File: src/rtl/roc_pkg.sv
// Shared state encoding and default parameters for the
// ring-oscillator counter sequencing controller.
package roc_pkg;

    localparam int              WORD_W_DEF  = 32;
    localparam int              TMR_W_DEF   = 16;
    localparam logic [15:0]     TIMEOUT_DEF = 16'hFFF0;
    localparam int              RST_CYC_DEF = 4;

    typedef enum logic [2:0] {
        IDLE   = 3'd0,
        CLEAR  = 3'd1,
        COUNT  = 3'd2,
        SAMPLE = 3'd3,
        OUT    = 3'd4,
        ERR    = 3'd5
    } state_t;

endpackage

File: src/rtl/roc_sync2.sv
// Two-flop synchronizer for flags arriving from the RO clock domain.
// Both flops clear to 0 on reset.
module roc_sync2 (
    input  logic clk,
    input  logic rst,
    input  logic i_d,
    output logic o_q
);

    logic r_meta;
    logic r_q;

    always_ff @(posedge clk or posedge rst) begin
        if (rst) begin
            r_meta <= 1'b0;
            r_q    <= 1'b0;
        end else begin
            r_meta <= i_d;
            r_q    <= r_meta;
        end
    end

    assign o_q = r_q;

endmodule

File: src/rtl/roc_ctrl.sv
// Window sequencer for the RO counter entropy source: times each
// window to its full flag and packs the timer LSBs into words.
module roc_ctrl
    import roc_pkg::*;
#(
    parameter int               WORD_W  = WORD_W_DEF,
    parameter int               TMR_W   = TMR_W_DEF,
    parameter logic [TMR_W-1:0] TIMEOUT = TIMEOUT_DEF,
    parameter int               RST_CYC = RST_CYC_DEF
) (
    input  logic              clk,
    input  logic              rst,
    input  logic              enable,
    input  logic              ro_full,
    output logic              cnt_rst,
    output logic              cnt_en,
    output logic [WORD_W-1:0] data_out,
    output logic              data_valid,
    input  logic              data_ready,
    output logic              busy,
    output logic              error
);

    localparam int RC_W = $clog2(RST_CYC + 1);
    localparam int BC_W = $clog2(WORD_W + 1);

    state_t            r_state;
    state_t            w_next;
    logic [TMR_W-1:0]  r_timer;
    logic [RC_W-1:0]   r_rcnt;
    logic [BC_W-1:0]   r_bcnt;
    logic              r_bit;
    logic [WORD_W-2:0] r_shreg;
    logic [WORD_W-1:0] r_data;

    logic              w_full_s;
    logic [WORD_W-1:0] w_shreg_nxt;
    logic [BC_W-1:0]   w_bcnt_nxt;
    logic              w_word_done;
    logic              w_clr_done;
    logic              w_take;

    roc_sync2 u_sync (
        .clk (clk),
        .rst (rst),
        .i_d (ro_full),
        .o_q (w_full_s)
    );

    assign w_shreg_nxt = {r_shreg, r_bit};
    assign w_bcnt_nxt  = r_bcnt + 1'b1;
    assign w_word_done = (w_bcnt_nxt == BC_W'(WORD_W));
    assign w_take      = (r_state == SAMPLE) && enable;

    // A stale full flag from the last window must clear before counting.
    assign w_clr_done = (r_rcnt >= RC_W'(RST_CYC - 1)) && !w_full_s;

    always_ff @(posedge clk or posedge rst) begin
        if (rst) begin
            r_state <= IDLE;
        end else begin
            r_state <= w_next;
        end
    end

    always_comb begin
        w_next = r_state;
        case (r_state)
            IDLE: begin
                if (enable) w_next = CLEAR;
            end
            CLEAR: begin
                if (!enable)         w_next = IDLE;
                else if (w_clr_done) w_next = COUNT;
            end
            COUNT: begin
                if (!enable)                w_next = IDLE;
                else if (w_full_s)          w_next = SAMPLE;
                else if (r_timer == TIMEOUT) w_next = ERR;
            end
            SAMPLE: begin
                if (!enable)          w_next = IDLE;
                else if (w_word_done) w_next = OUT;
                else                  w_next = CLEAR;
            end
            OUT: begin
                if (data_ready) w_next = enable ? CLEAR : IDLE;
            end
            ERR: begin
                if (!enable) w_next = IDLE;
            end
            default: w_next = IDLE;
        endcase
    end

    always_ff @(posedge clk or posedge rst) begin
        if (rst) begin
            r_timer <= '0;
            r_rcnt  <= '0;
            r_bcnt  <= '0;
            r_bit   <= 1'b0;
            r_shreg <= '0;
            r_data  <= '0;
        end else begin
            if (r_state == CLEAR) begin
                r_timer <= '0;
                if (r_rcnt < RC_W'(RST_CYC - 1)) r_rcnt <= r_rcnt + 1'b1;
            end else begin
                r_rcnt <= '0;
            end
            if (r_state == COUNT) begin
                r_timer <= r_timer + 1'b1;
                if (w_full_s) r_bit <= r_timer[0];
            end
            if (r_state == IDLE) r_bcnt <= '0;
            if (w_take) begin
                r_shreg <= w_shreg_nxt[WORD_W-2:0];
                r_bcnt  <= w_word_done ? '0 : w_bcnt_nxt;
                if (w_word_done) r_data <= w_shreg_nxt;
            end
        end
    end

    assign cnt_rst    = (r_state != COUNT);
    assign cnt_en     = (r_state == COUNT);
    assign data_out   = r_data;
    assign data_valid = (r_state == OUT);
    assign busy       = (r_state != IDLE) && (r_state != ERR);
    assign error      = (r_state == ERR);

endmodule

File: config.mk
export PLATFORM = sky130hd
export DESIGN_NAME = roc_ctrl
export DESIGN_NICKNAME = d
export VERILOG_FILES = /design/src/rtl/roc_pkg.sv /design/src/rtl/roc_sync2.sv /design/src/rtl/roc_ctrl.sv
export SDC_FILE = /design/constraint.sdc
export NUM_CORES = 1
export LEC_CHECK = 0
export CAP_MARGIN = 20
export CORE_MARGIN = 8
export CORE_UTILIZATION = 42
export CTS_CLUSTER_DIAMETER = 50
export DETAILED_ROUTE_END_ITERATION = 7
export MAX_ROUTING_LAYER = met4
export PLACE_DENSITY = 0.65
export SLEW_MARGIN = 20
export SYNTH_ARGS = -nofsm -noshare
export SYNTH_HDL_FRONTEND = slang
export SYNTH_SLANG_ARGS = --single-unit
export TNS_END_PERCENT = 20
File: constraint.sdc
create_clock -name clk -period 6.6 [get_ports clk]
set_input_delay 1.32 -clock clk [delete_from_list [all_inputs] [get_ports clk]]
set_output_delay 1.32 -clock clk [all_outputs]
set_load 0.05 [all_outputs]
==> flow_summary.toml <==
[final_layout]
n_antenna_cell = 0
drive_gt1_frac = 0.138
layout_common_cells = "nand2_1, dfrtp_1, clkdlybuf4s50_1, mux2_2, o21ai_0"
final_common_cell = "nand2_1"
synthToLayoutAreaGrowth_pct = 18.9
stdcell_count = 550
n_fill_cell = 825
multi_input_area_um2 = 1550
register_area_um2 = 2350
nNetsFinal = 426

[worst_setup_path]
cp_max_fo = 13
crit_path_end_kind = "output pin"
startpoint_type = "register"
critPathKind = "reg2out"
critical_path_required_ns = 5.28
critPathArrivalTime_ns = 2.56

[clock_tree]
cts_tree = "yes"
cts_hold_buf = 0
cts_setup_buffers = 0
insertion_delay_ns = 0.36
clock-sinks = 94
htree_levels = 3
cts-resized-gates = 0
clock-root-buffer = "clkbuf_8"
cts_buffer_depth = 2
path_clk_slew_ns = 0.09
cts_made_buffers = 9

[yosys]
yosys_most_used_dff = "dfrtp_1"
yosysSeqAreaShare = 0.588
synth_cells = 376
ys_types = 42
synth_nets = 386
syn_avg_cell_area_um2 = 10.6
postSynth.asyncResetShare = 1.00
syn_area_um2 = 4000
synth_edf_count = 0
ys_ff_latch = 94
yosys_warnings = 0

[sta]
final_max_slew_viol_count = 0
clock_skew_ns = 0.0128
tns_ns = 0
hold_viol_final = 0
relSlewSlack = 0.424
finalSetupViolations = 0
worst_pin_slew_ns = 0.864
grt_setup_unrepaired = "no"
fmax_mhz = 258
min_period_ns = 3.88
fin_crit_sh = 0.587

[die]
row_count = 35
core_um2 = 9240
start_util = 0.433
dieWidth_um = 114
dieArea_um2 = 12900
die_y_um = 114
io_pins = 42

[detailed_routing]
ant_nets = 0
wl_um = 7390
post_drt_wl_per_cell_um = 13.4
wl_met1_um = 3440
highest_layer = "met4"
route.met2.wl_um = 3570
drt_iter0_drc = 144
viasPerCell = 4.95
drc = 0
wl_met3_um = 264
drt_pass1_iterations = 4
vias = 2724

[global_route]
grt_overflow_total = 0
grt_start_max_net_pins = 70
antenna_found_initial = 0
grt_usage = 0.126
grt_pass1_vias = 2723
grt_pass1_wl_um = 12800

[worst_hold_path]
min_path_type = "reg2reg"

[placement]
place_hpwl_um = 4940
globalplace.congestion = 0.788
io_buffers = 41
place_inst = 533

[power_and_ir_drop]
p_leak_uw = 0.00236
p_per_area_nw_per_um2 = 269
ir_drop_mv = 0.143

[status]
status = "finished, final reports clean"

[run]
maxCapViolations = 0
## flip-flops by register name, summed over array words and instances, names as in the netlist
| name | flops |
|---|---|
| r_state | 3 |
| r_timer | 16 |
| u_sync.r_meta | 1 |
| u_sync.o_q | 1 |
| r_bit | 1 |
| r_shreg | 31 |
| r_bcnt | 6 |
| r_rcnt | 3 |
| data_out | 32 |
## worst max-delay path, cell delays in order (launching register included)
cell and delay [ns]:
dfrtp_1 0.56, or3b_1 0.57, inv_1 0.23, clkdlybuf4s50_1 0.84
## cell usage after synthesis (3+ instances only)
master,count,area share
a21oi_1,6,0.0075
buf_2,7,0.0088
clkbuf_1,8,0.0075
dfrtp_1,94,0.59
ha_1,5,0.016
inv_1,9,0.0084
mux2_2,33,0.093
mux2i_1,9,0.023
nand2_1,117,0.11
nand2b_1,3,0.0047
nand3_1,11,0.014
nand4_1,5,0.0078
nor2_1,10,0.0094
o21a_1,4,0.0075
o21ai_0,17,0.021
o31ai_1,3,0.0056
or3_1,3,0.0047
xor2_1,3,0.0066
## layout make-up
class,count,share of cell area
Inverter,9,0.00736
Tap cell,129,0.0339
Clock buffer,10,0.0289
Multi-Input combinational cell,257,0.326
Timing Repair Buffer,45,0.0941
Sequential cell,94,0.494
Clock inverter,6,0.0158
## stage by stage
stage	setup slack, ns	area (µm²)	total power, µW	hold WS (ns)	util
detailed placement	2.77	4530	892	0.348	0.490
global placement	2.89	4530	885	0.346	0.490
CTS	2.71	4740	1300	0.369	0.513
global route	2.58	4760	1350	0.378	0.515
floorplan	2.83	4000	829	0.331	-
finish	2.72	4760	1280	0.368	0.515
## power breakdown
| part | switching [µW] | internal (µW) | leakage [µW] |
|---|---|---|---|
| clock | 210 | 192 | 0.000105 |
| combinational | 158 | 73.7 | 0.000953 |
| sequential | 41.9 | 603 | 0.00130 |
## final timing paths
kind / startpoint / endpoint / slack (ns) / cells after the start
setup / recovery: r_state[1]$_DFFE_PP0P_ / cnt_en / 2.72 / 3
hold / removal: u_sync.r_meta$_DFF_PP0_ / u_sync.o_q$_DFF_PP0_ / 0.37 / 0
setup reg to reg: r_state[2]$_DFFE_PP0P_ / data_out[13]$_DFFE_PP0P_ / 4.22 / 6
hold reg to reg: u_sync.r_meta$_DFF_PP0_ / u_sync.o_q$_DFF_PP0_ / 0.37 / 0
max in group asynchronous: rst / r_state[1]$_DFFE_PP0P_ / 4.12 / 3
min in group asynchronous: rst / data_out[13]$_DFFE_PP0P_ / 1.26 / 2
## kinds of logic (layout without fill, tap and decap cells)
logic type	after synthesis	in the layout	synth area share
flops	94	94	0.588
simple gates	163	163	0.176
compound gates	43	43	0.0688
mux	42	42	0.115
xor+xnor	4	4	0.00875
buf+inv	25	70	0.0275
fa+ha+maj	5	5	0.0156
## per-layer routing
metal | vias up | GRT usage
met5 | - | -
met4 | 0 | 0.0560
met3 | 10 | 0.0312
met2 | 42 | 0.193
met1 | 1330 | 0.154
li1 | 1342 | -
No activity file was read; power rests on OpenSTA's default activity.
